## config.mk

```make
export PLATFORM = sky130hd
export DESIGN_NAME = semaforo_cruce_ctrl
export DESIGN_NICKNAME = d
export VERILOG_FILES = /design/src/rtl/semaforo_pkg.sv /design/src/rtl/semaforo_tick.sv /design/src/rtl/semaforo_cruce_ctrl.sv
export SDC_FILE = /design/constraint.sdc
export NUM_CORES = 1
export LEC_CHECK = 0
export CELL_PAD_IN_SITES_DETAIL_PLACEMENT = 1
export CELL_PAD_IN_SITES_GLOBAL_PLACEMENT = 1
export CORE_ASPECT_RATIO = 0.9
export CORE_MARGIN = 2
export CORE_UTILIZATION = 30
export DETAILED_ROUTE_END_ITERATION = 7
export GPL_TIMING_DRIVEN = 1
export HOLD_SLACK_MARGIN = 0.08
export PLACE_DENSITY = 0.7
export RECOVER_POWER = 50
export SLEW_MARGIN = 40
export SYNTH_ARGS = -nofsm -noshare
export SYNTH_HDL_FRONTEND = slang
export SYNTH_SLANG_ARGS = --single-unit
```

## constraint.sdc

```tcl
create_clock -name clk -period 6.6 [get_ports clk]
set_input_delay 1.65 -clock clk [delete_from_list [all_inputs] [get_ports clk]]
set_output_delay 1.65 -clock clk [all_outputs]
set_load 0.01 [all_outputs]
```

## src/rtl/semaforo_pkg.sv

```systemverilog
// Shared types and helpers for the intersection light controller.
package semaforo_pkg;

  localparam int unsigned TIMER_W  = 8;
  localparam int unsigned ESTADO_W = 3;

  // Phase codes; the numeric values are visible on the estado debug port.
  typedef enum logic [ESTADO_W-1:0] {
    ROJO_INI   = 3'd0,
    P_VERDE    = 3'd1,
    P_AMARILLO = 3'd2,
    ROJO_A     = 3'd3,
    PEATON     = 3'd4,
    L_VERDE    = 3'd5,
    L_AMARILLO = 3'd6,
    ROJO_B     = 3'd7
  } estado_e;

  // One road's lamp head.
  typedef struct packed {
    logic rojo;
    logic amarillo;
    logic verde;
  } lampara_t;

  localparam lampara_t LAMP_ROJO     = lampara_t'(3'b100);
  localparam lampara_t LAMP_AMARILLO = lampara_t'(3'b010);
  localparam lampara_t LAMP_VERDE    = lampara_t'(3'b001);

  // Timer value on whose tick a phase of t ticks ends.
  function automatic logic [TIMER_W-1:0] fin_timer(input int unsigned t);
    return TIMER_W'(t - 32'd1);
  endfunction

  // Main-road head for a given phase.
  function automatic lampara_t lamp_principal(input estado_e s);
    lampara_t l;
    l = LAMP_ROJO;
    if (s == P_VERDE)    l = LAMP_VERDE;
    if (s == P_AMARILLO) l = LAMP_AMARILLO;
    return l;
  endfunction

  // Side-road head for a given phase.
  function automatic lampara_t lamp_lateral(input estado_e s);
    lampara_t l;
    l = LAMP_ROJO;
    if (s == L_VERDE)    l = LAMP_VERDE;
    if (s == L_AMARILLO) l = LAMP_AMARILLO;
    return l;
  endfunction

endpackage

```

## src/rtl/semaforo_tick.sv

```systemverilog
// Timing prescaler: one-cycle tick every TICK_DIV clocks, free running.
module semaforo_tick #(
  parameter int unsigned TICK_DIV = 50
) (
  input  logic clk,
  input  logic rst_n,
  output logic tick
);

  localparam int unsigned CNT_W = (TICK_DIV > 2) ? $clog2(TICK_DIV) : 1;
  localparam logic [CNT_W-1:0] CNT_MAX = CNT_W'(TICK_DIV - 1);

  logic [CNT_W-1:0] cnt_q;
  logic [CNT_W-1:0] cnt_d;

  // Terminal count raises tick and wraps the counter.
  always_comb begin
    tick  = (cnt_q == CNT_MAX);
    cnt_d = cnt_q + CNT_W'(1);
    if (tick) cnt_d = '0;
  end

  // Counter register.
  always_ff @(posedge clk or negedge rst_n) begin
    if (!rst_n) cnt_q <= '0;
    else        cnt_q <= cnt_d;
  end

endmodule

```

## src/rtl/semaforo_cruce_ctrl.sv

```systemverilog
// Demand-driven sequencer for a main road, side road and pedestrian crossing.
module semaforo_cruce_ctrl
  import semaforo_pkg::*;
#(
  parameter int unsigned TICK_DIV    = 50,
  parameter int unsigned T_MIN_VERDE = 20,
  parameter int unsigned T_VERDE_LAT = 15,
  parameter int unsigned T_AMARILLO  = 10,
  parameter int unsigned T_TODO_ROJO = 3,
  parameter int unsigned T_PEATON    = 12
) (
  input  logic       clk,
  input  logic       rst_n,
  input  logic       sensor_lateral,
  input  logic       boton_peaton,
  output logic       principal_verde,
  output logic       principal_amarillo,
  output logic       principal_rojo,
  output logic       lateral_verde,
  output logic       lateral_amarillo,
  output logic       lateral_rojo,
  output logic       peaton_paso,
  output logic       peaton_pendiente,
  output logic [2:0] estado
);

  localparam logic [TIMER_W-1:0] FIN_MIN_VERDE = fin_timer(T_MIN_VERDE);
  localparam logic [TIMER_W-1:0] FIN_VERDE_LAT = fin_timer(T_VERDE_LAT);
  localparam logic [TIMER_W-1:0] FIN_AMARILLO  = fin_timer(T_AMARILLO);
  localparam logic [TIMER_W-1:0] FIN_TODO_ROJO = fin_timer(T_TODO_ROJO);
  localparam logic [TIMER_W-1:0] FIN_PEATON    = fin_timer(T_PEATON);

  estado_e             state_q;
  estado_e             state_d;
  logic [TIMER_W-1:0]  timer_q;
  logic [TIMER_W-1:0]  timer_d;
  logic                peaton_pendiente_q;
  logic                peaton_pendiente_d;
  logic                tick;
  lampara_t            principal_l;
  lampara_t            lateral_l;

  semaforo_tick #(
    .TICK_DIV (TICK_DIV)
  ) u_tick (
    .clk   (clk),
    .rst_n (rst_n),
    .tick  (tick)
  );

  // State register.
  always_ff @(posedge clk or negedge rst_n) begin
    if (!rst_n) state_q <= ROJO_INI;
    else        state_q <= state_d;
  end

  // Next phase; every exit happens on a tick at the phase's final timer value.
  always_comb begin
    state_d = state_q;
    unique case (state_q)
      ROJO_INI: begin
        if (tick && timer_q == FIN_TODO_ROJO) state_d = P_VERDE;
      end
      P_VERDE: begin
        if (tick && timer_q >= FIN_MIN_VERDE &&
            (sensor_lateral || peaton_pendiente_q)) state_d = P_AMARILLO;
      end
      P_AMARILLO: begin
        if (tick && timer_q == FIN_AMARILLO) state_d = ROJO_A;
      end
      ROJO_A: begin
        if (tick && timer_q == FIN_TODO_ROJO) begin
          if (peaton_pendiente_q)  state_d = PEATON;
          else if (sensor_lateral) state_d = L_VERDE;
          else                     state_d = ROJO_B;
        end
      end
      PEATON: begin
        if (tick && timer_q == FIN_PEATON) begin
          if (sensor_lateral) state_d = L_VERDE;
          else                state_d = ROJO_B;
        end
      end
      L_VERDE: begin
        if (tick && timer_q == FIN_VERDE_LAT) state_d = L_AMARILLO;
      end
      L_AMARILLO: begin
        if (tick && timer_q == FIN_AMARILLO) state_d = ROJO_B;
      end
      ROJO_B: begin
        if (tick && timer_q == FIN_TODO_ROJO) state_d = P_VERDE;
      end
    endcase
  end

  // Phase timer restarts on each phase change and saturates while main rests green.
  always_comb begin
    timer_d = timer_q;
    if (state_d != state_q)            timer_d = '0;
    else if (tick && timer_q != '1)    timer_d = timer_q + TIMER_W'(1);
  end

  // Pedestrian request: entering the walk phase consumes it; presses during walk are dropped.
  always_comb begin
    peaton_pendiente_d = peaton_pendiente_q;
    if (state_d == PEATON && state_q != PEATON)  peaton_pendiente_d = 1'b0;
    else if (boton_peaton && state_q != PEATON) peaton_pendiente_d = 1'b1;
  end

  // Timer and request registers.
  always_ff @(posedge clk or negedge rst_n) begin
    if (!rst_n) begin
      timer_q            <= '0;
      peaton_pendiente_q <= 1'b0;
    end else begin
      timer_q            <= timer_d;
      peaton_pendiente_q <= peaton_pendiente_d;
    end
  end

  // Moore lamp decode from the state register.
  always_comb begin
    principal_l = lamp_principal(state_q);
    lateral_l   = lamp_lateral(state_q);
    peaton_paso = (state_q == PEATON);
  end

  assign principal_verde    = principal_l.verde;
  assign principal_amarillo = principal_l.amarillo;
  assign principal_rojo     = principal_l.rojo;
  assign lateral_verde      = lateral_l.verde;
  assign lateral_amarillo   = lateral_l.amarillo;
  assign lateral_rojo       = lateral_l.rojo;
  assign peaton_pendiente   = peaton_pendiente_q;
  assign estado             = state_q;

endmodule

```

==> metrics.txt, run 1 <==
CTS resizes 0; global route overflow 0; Post-CTS Hold Buffers 0; clock-pin slew on the worst setup and hold paths 0.07 ns; Starting Density 31.77%; Remaining DRCs 0; warnings from Yosys 0; Die W just over 70 µm; CTS tree done; Post-synth top cells nor2_1, dfrtp_1, nand2_1, nand3_1, inv_1; height of the chip 63.84 µm; top cell type's share of synthesized area 37.74%; core area 3757 µm²; design area ~1400 µm²; Worst Setup Slack, final 2.912 ns; H-Tree Depth 1; Slew Limit Fails 0; Cell variety after synth 37; maximum vdd drop approximately 0.053 mV; Worst-Skew Late Latency 0.25 ns; Peak Freq 271.2 MHz; mux contribution to synthesized area 2.411%; critical path class reg2out; antenna viol nets, final 0; initial DRC count 55; io pins 15; Place WS 3.073 ns; drt first pass iters 4; Post-synth ARST share 100.0%; Critical Path AT slightly above 2 ns; Synth area leaders dfrtp_1, nor2_1, ha_1; GRT Total Usage 13.65%; Sink Count 18; share of cells above drive strength 1 8.392%; HPWL after DPL 2110 µm; cell area after synthesis 1194 µm²; Post-Syn Instances 131; fin nets about 150; register bit total from synthesis 18; Rows 21; worst slew pin tran roughly 1.0 ns; max_cap viols 0; simple-gate portion of the synthesized area 27.78%; crit path launch type register; Hold Fails Final Rpt 0; filler instances ~450; register area share after synthesis 37.74%; Yosys top cell by area dfrtp_1; dpl cell area 1361 µm²; Setup Buffers After CTS 0; Hold WS 0.4986 ns; adder-cell share of the synthesized area 5.241%; Final setup viols 0; via density per instance 5.291; drt wl/cell 14.99 µm; Synth Flop Type dfrtp_1; post-route clock skew 0.001744 ns; final cycle utilization of the critical path 55.88%; Longest Clk Path Bufs 2; vias in the first global route 1009; DRT Wirelength 2834 µm; Mapped Avg Cell Area 9.112 µm²; first-pass GRT wire length 5030 µm; top-count cell post-synth nor2_1; die area approximately 4500 µm²; Post-synth EDFFs 0; Pwr per Cell Area around 150 nW/µm²; Period minus WS final 3.688 ns; RSZ-0062 raised after global routing false; GPL Wtd Cong 0.8423; initial antenna violation count 0; Root Buffer clkbuf_8; total CTS buffers 3; Hold Crit Class reg2reg; crit-path max FO 16; syn_nets 140; leak pwr between 0.0005 and 0.0006 µW; CP Capture Type output port; IO Port Bufs 14; largest family of logic cells by synthesized area simple AND/OR/NAND/NOR gates; Slew Limit Headroom 31.08%; Post-Synth XOR/XNOR Area roughly 8.8%; via count 1000; outcome finished, final reports clean; WP data required 4.95 ns; Ant. Diodes 0; Synth Area in Compound Gates 13.00%; largest net degree at the start of global routing 19; Post-Route Setup TNS 0 ns; P&R area growth vs syn 18.13%
[layout by cell type (no fill, tap or decap), drive strengths merged, types with 4 or more instances in the layout]
cell type and count:
inv 8, clkbuf 5, ha 5, clkdlybuf4s50 13, xor2 5, xnor2 7, nand3 9, nand2 11
nor3 4, dfrtp 18, nor2b 4, nor2 21, nand4 4
[routing by layer]
layer | share of wire [%] | global-route usage (%) | vias to the layer above
met2 | 46 | 22.76 | 23
met4 | 1.3 | 4.327 | 0
met1 | 49 | 18.16 | 487
li1 | - | - | 486
met3 | 3.6 | 2.050 | 4
met5 | 0 | 0 | -
[kinds of logic (layout without fill, tap and decap cells)]
group | count (synthesis) | count (layout)
compound gates | 17 | 17
flops | 18 | 18
fa+ha+maj | 5 | 5
xor+xnor | 12 | 12
mux | 2 | 2
simple gates | 63 | 63
buf+inv | 14 | 26
[cell type report]
type | instances | area, µm² | share of cell area, %
clock buffer | 4 | 55.05 | 3.904
inverter | 8 | 30.03 | 2.130
multi-input combinational | 99 | 683.2 | 48.45
sequential | 18 | 450.4 | 31.94
tap | 46 | 57.56 | 4.082
timing repair buffer | 14 | 133.9 | 9.494
[critical path: stages (launching register included)]
cell	delay (ns)
dfrtp_1	0.56
nor3b_1	0.58
clkdlybuf4s50_1	0.65
[state kept, by name, indices dropped and copies added, names as in the netlist]
signal / flops
timer_q: 8
u_tick.cnt_q: 6
estado: 3
peaton_pendiente: 1
[power by group]
part	internal [µW]	leakage (µW)	switching [µW]
Clock	53.0	0.0000288	37.7
Combinational	1.32	0.000281	2.54
Sequential	110	0.000209	0.0000000000000207
[final timing paths]
path | from | end | slack (ns) | cells past startpoint
worst max-delay path | estado[1]$_DFF_PN0_ | peaton_paso | 2.91 | 2
worst min-delay path | u_tick.cnt_q[0]$_DFF_PN0_ | u_tick.cnt_q[0]$_DFF_PN0_ | 0.50 | 1
worst max register to register | timer_q[0]$_DFFE_PN0P_ | timer_q[1]$_DFFE_PN0P_ | 3.56 | 8
worst min register to register | u_tick.cnt_q[0]$_DFF_PN0_ | u_tick.cnt_q[0]$_DFF_PN0_ | 0.50 | 1
max in group asynchronous | rst_n | timer_q[2]$_DFFE_PN0P_ | 4.43 | 1
min in group asynchronous | rst_n | timer_q[7]$_DFFE_PN0P_ | 1.55 | 1
[per-stage QoR]
step	power [µW]	utilization [%]	std cells
floorplan	112.6	-	131
global placement	116.6	36.23	185
detailed placement	116.9	36.23	185
CTS	208.4	37.70	189
global route	213.0	37.53	189
finish	204.8	37.53	189
Power figures use the tool's default switching activity.
==> run 2: changes to the inputs <==
clock period = 3.7 ns   (was 6.6 ns; I/O delays follow)
==> metrics.txt, run 2 (synthesis results as in run 1) <==
CP Capture Type register; share of cells above drive strength 1 7.746% (-0.65 points); max FFs per register 8 (unchanged); via count 1010 (+1.0%); max_cap viols 0 (unchanged); Pwr per Cell Area 243.3 nW/µm² (+68%); Hold WS 0.5095 ns (+0.01092 ns); initial antenna violation count 0 (unchanged); global route overflow 0 (unchanged); GRT Total Usage 13.85% (+0.20 points); Final setup viols 0 (unchanged); Longest Clk Path Bufs 2 (unchanged); Rows 21 (unchanged); Die W 70.49 µm (unchanged); H-Tree Depth 1 (unchanged); Root Buffer clkbuf_8; core area 3757 µm² (unchanged); antenna viol nets, final 0 (unchanged); Ant. Diodes 0 (unchanged); crit path launch type register; largest reg by FF count timer_q; Hold Fails Final Rpt 0 (unchanged); drt wl/cell 14.76 µm (-1.6%); post-route clock skew 0.0008552 ns (-0.0008890 ns); Post-Route Setup TNS 0 ns (unchanged); commonest non-fill, non-tap cell in the layout nor2_1; clock-pin slew on the worst setup and hold paths 0.07 ns (about the same); worst setup path start timer_q[0]$_DFFE_PN0P_; commonest cells after routing, fill and taps aside nor2_1, dfrtp_1, clkdlybuf4s50_1; total CTS buffers 3 (unchanged); critical path class reg2reg; outcome finished, final reports clean; fin nets 153 (unchanged); Peak Freq 331.5 MHz; Post-CTS Hold Buffers 0 (unchanged); height of the chip 63.84 µm (unchanged); RR Startpoint timer_q[0]$_DFFE_PN0P_; initial DRC count 90 (+64%); worst reg2reg setup slack 0.68 ns (-2.88 ns); die area 4500 µm² (unchanged); io pins 15 (unchanged); WP data required 3.85 ns (-1.10 ns); via density per instance 5.372 (+1.5%); final cycle utilization of the critical path 81.52%; worst slew pin tran 1.054 ns (+0.01973 ns); CTS tree done; RSZ-0062 raised after global routing false; Critical Path AT 3.16 ns (+1.12 ns); CTS resizes 0 (unchanged); crit-path cells inv_1 > ha_1 > or3b_2 > nor4_4 > mux2_4 > a2111o_2 > mux2i_2 > a2111oi_4; Remaining DRCs 0 (unchanged); Reg-to-Reg End timer_q[1]$_DFFE_PN0P_; Largest stage delay, worst path 0.48 ns (-0.17 ns); Sink Count 18 (unchanged); HPWL after DPL 2108 µm (about the same); first-pass GRT wire length 5002 µm (-0.56%); Slowest-stage cell, CP or3b_2; drt first pass iters 4 (unchanged); worst setup path end timer_q[1]$_DFFE_PN0P_; vias in the first global route 1051 (+4.2%); worst-case reg-to-reg path depth 8 (unchanged); Hold Crit Class reg2reg; largest net degree at the start of global routing 19 (unchanged); Slew Limit Headroom 29.77% (-1.3 points); Slew Limit Fails 0 (unchanged); IO Port Bufs 14 (unchanged); Worst-Skew Late Latency 0.25 ns (about the same); Setup Buffers After CTS 0 (unchanged); maximum vdd drop 0.09836 mV (+87%); Period minus WS final 3.016 ns; Starting Density 31.77% (unchanged); GPL Wtd Cong 0.8491 (+0.81%); crit-path max FO 7 (-9); P&R area growth vs syn 16.98%; DRT Wirelength 2775 µm (-2.1%); leak pwr 0.0005117 µW (-1.4%)
## run 2: how the worst min path moves through the flow
| stage | start | end | slack [ns] | cells after the start |
|---|---|---|---|---|
| 2_1_floorplan | u_tick.cnt_q[0]$_DFF_PN0_ | u_tick.cnt_q[0]$_DFF_PN0_ | 0.46 | 1 |
| 3_3_place_gp | u_tick.cnt_q[0]$_DFF_PN0_ | u_tick.cnt_q[0]$_DFF_PN0_ | 0.48 | 1 |
| 3_5_place_dp | u_tick.cnt_q[0]$_DFF_PN0_ | u_tick.cnt_q[0]$_DFF_PN0_ | 0.51 | 1 |
| 4_1_cts | u_tick.cnt_q[0]$_DFF_PN0_ | u_tick.cnt_q[0]$_DFF_PN0_ | 0.51 | 1 |
| 5_1_grt | u_tick.cnt_q[0]$_DFF_PN0_ | u_tick.cnt_q[0]$_DFF_PN0_ | 0.54 | 1 |
| 6_report | u_tick.cnt_q[0]$_DFF_PN0_ | u_tick.cnt_q[0]$_DFF_PN0_ | 0.51 | 1 |
## run 2: power breakdown
group	switching (µW)	internal, µW	total (µW)
combinational	4.65	2.35	7.01
sequential	0.0000000000000335	197	197
clock	63.7	72.3	136
total	68.4	271	340
## run 2: layout make-up
cell class	instances	area (µm²)
clock buffers	3	41.29
fillers	455	2361
inverters	8	30.03
multi-input cells	99	683.2
flip-flops and latches	18	450.4
well taps	46	57.56
repair buffers	14	133.9
## run 2: routing by layer
layer / vias up / share of wire, % / track usage (%)
met4: 0 / 1.0 / 5.529
met2: 15 / 48 / 22.41
met5: - / 0 / 0
li1: 483 / - / -
met1: 508 / 47 / 17.85
met3: 4 / 3.6 / 3.155
## run 2: worst max-delay path: cells and delay by family (launching register included)
kind            cells  cell delay (ns)
flops               1             0.43
buf+inv             1             0.11
simple gates        2             0.83
fa+ha+maj           1             0.17
mux                 2             0.56
compound gates      2             0.80
## run 2: through the flow
stage,area (µm²),total power [µW],setup WS (ns),std cells,utilization (%)
after floorplan,1194,200.9,0.9343,131,-
after global placement,1361,208.1,0.8311,185,36.23
after detailed placement,1361,208.5,0.6932,185,36.23
after CTS,1403,348.4,0.6727,188,37.33
after global routing,1396,357.1,0.5086,188,37.16
final,1396,339.7,0.6836,188,37.16
==> run 3: changes to the inputs <==
clock period = 3.12 ns   (was 3.7 ns; I/O delays follow)
==> metrics.txt, run 3 (synthesis results as in run 1) <==
first-pass GRT wire length 5195 µm (+3.9%); Slowest-stage cell, CP clkdlybuf4s50_1; Slew Limit Headroom 31.85% (+2.1 points); drt wl/cell 15.56 µm (+5.4%); height of the chip 63.84 µm (unchanged); GRT Total Usage 14.46% (+0.61 points); critical path class reg2out; footprint of the multi-input gates 683.2 µm² (unchanged); die area 4500 µm² (unchanged); Critical Path AT 2.13 ns (-1.03 ns); P&R area growth vs syn 18.76%; Hold Crit Class reg2reg; filler instances 445 (-2.2%); Slew Limit Fails 0 (unchanged); initial antenna violation count 0 (unchanged); CTS resizes 0 (unchanged); GPL Wtd Cong 0.8408 (-0.98%); FF/Latch Area 450.4 µm² (unchanged); Starting Density 31.77% (unchanged); drt first pass iters 2 (-2); Crit path max-delay family buffers and inverters; Root Buffer clkbuf_8; post-route clock skew 0.001476 ns (+0.0006205 ns); Buf+Inv Stages, Crit Path 2 (+1); Remaining DRCs 0 (unchanged); Post-CTS Hold Buffers 0 (unchanged); Setup Buffers After CTS 0 (unchanged); outcome finished, final reports clean; HPWL after DPL 2327 µm (+10%); Peak Freq 343.1 MHz; Final setup viols 0 (unchanged); leak pwr 0.0005243 µW (+2.5%); worst slew pin tran 1.022 ns (-0.03127 ns); DRT Wirelength 2956 µm (+6.5%); Rows 21 (unchanged); global route overflow 0 (unchanged); core area 3757 µm² (unchanged); H-Tree Depth 1 (unchanged); crit path launch type register; Core Util, Final 37.73% (+0.57 points); largest reg by FF count timer_q; crit-path cells inv_1 > nor3_1 > clkdlybuf4s50_1; crit-path max FO 10 (+3); Die W 70.49 µm (unchanged); CTS tree done; commonest cells after routing, fill and taps aside nor2_1, dfrtp_1, clkdlybuf4s50_1; max_cap viols 0 (unchanged); RSZ-0062 raised after global routing false; largest net degree at the start of global routing 19 (unchanged); CP Capture Type output port; Post-Route Setup TNS 0 ns (unchanged); Period minus WS final approximately 3 ns; Sink Count 18 (unchanged); Ant. Diodes 0 (unchanged); initial DRC count 67 (-26%); IO Port Bufs 14 (unchanged); max FFs per register 8 (unchanged); vias in the first global route 1111 (+5.7%); commonest non-fill, non-tap cell in the layout nor2_1; Hold Fails Final Rpt 0 (unchanged); via count 1011 (+0.099%); Place WS 0.2983 ns (-0.3949 ns); maximum vdd drop 0.1504 mV (+53%); Worst Setup Slack, final 0.2056 ns (-0.4780 ns); Worst-Skew Late Latency 0.26 ns (about the same); antenna viol nets, final 0 (unchanged); Largest stage delay, worst path 0.64 ns (+0.16 ns); total CTS buffers 3 (unchanged); share of cells above drive strength 1 9.028% (+1.3 points); Pwr per Cell Area 306.1 nW/µm² (+26%); io pins 15 (unchanged); final cycle utilization of the critical path 93.41%; fin nets 154 (+0.65%); WP data required 2.34 ns (-1.51 ns); Final Power 433.9 µW (+28%); clock-pin slew on the worst setup and hold paths 0.07 ns (about the same); Longest Clk Path Bufs 2 (unchanged); via density per instance 5.321 (-0.95%)
run 3: path summary, 6_finish.rpt:
kind / cells past startpoint / slack, ns / to / from
min in group asynchronous: 1 / 0.67 / timer_q[4]$_DFFE_PN0P_ / rst_n
hold / removal: 1 / 0.51 / u_tick.cnt_q[0]$_DFF_PN0_ / u_tick.cnt_q[0]$_DFF_PN0_
setup reg to reg: 8 / 0.30 / timer_q[1]$_DFFE_PN0P_ / timer_q[0]$_DFFE_PN0P_
hold reg to reg: 1 / 0.51 / u_tick.cnt_q[0]$_DFF_PN0_ / u_tick.cnt_q[0]$_DFF_PN0_
max in group asynchronous: 1 / 1.83 / estado[0]$_DFF_PN0_ / rst_n
setup / recovery: 3 / 0.21 / lateral_verde / estado[0]$_DFF_PN0_
run 3: worst reg2reg max path, delay by kind of cell (launching register included):
| family | cells | cell delay, ns |
|---|---|---|
| AO/OA/AOI/OAI | 2 | 0.79 |
| AND/OR/NAND/NOR | 2 | 0.67 |
| multiplexers | 2 | 0.54 |
| flip-flops | 1 | 0.44 |
| adder cells (fa/ha/maj) | 1 | 0.17 |
| buffers and inverters | 1 | 0.11 |
run 3: metrics by stage:
step / cell area [µm²] / hold slack, ns / cells
after floorplan: 1194 / 0.4608 / 131
after global placement: 1369 / 0.4767 / 186
after detailed placement: 1364 / 0.5049 / 186
after CTS: 1419 / 0.4637 / 190
after global routing: 1418 / 0.5471 / 190
final: 1418 / 0.5098 / 190
run 3: layer usage:
layer  GRT usage [%]  routed length [µm]  vias up
met5               0                   0        -
met4           5.529                  42        0
met3           3.312                 114        6
met2           25.24                1432       19
met1           17.22                1366      498
li1                -                   -      488
run 3: layout make-up:
| class | instances | area share, % |
|---|---|---|
| flip-flops and latches | 18 | 31.77 |
| repair buffers | 15 | 9.974 |
| inverters | 8 | 2.118 |
| multi-input cells | 99 | 48.19 |
| well taps | 46 | 4.060 |
| clock buffers | 4 | 3.883 |
run 3: power breakdown:
part	switching (µW)	internal, µW	leakage (µW)
combinational	5.35	2.80	0.000286
sequential	0.0000000000000333	233	0.000209
clock	80.2	112	0.0000288
total	85.6	348	0.000524
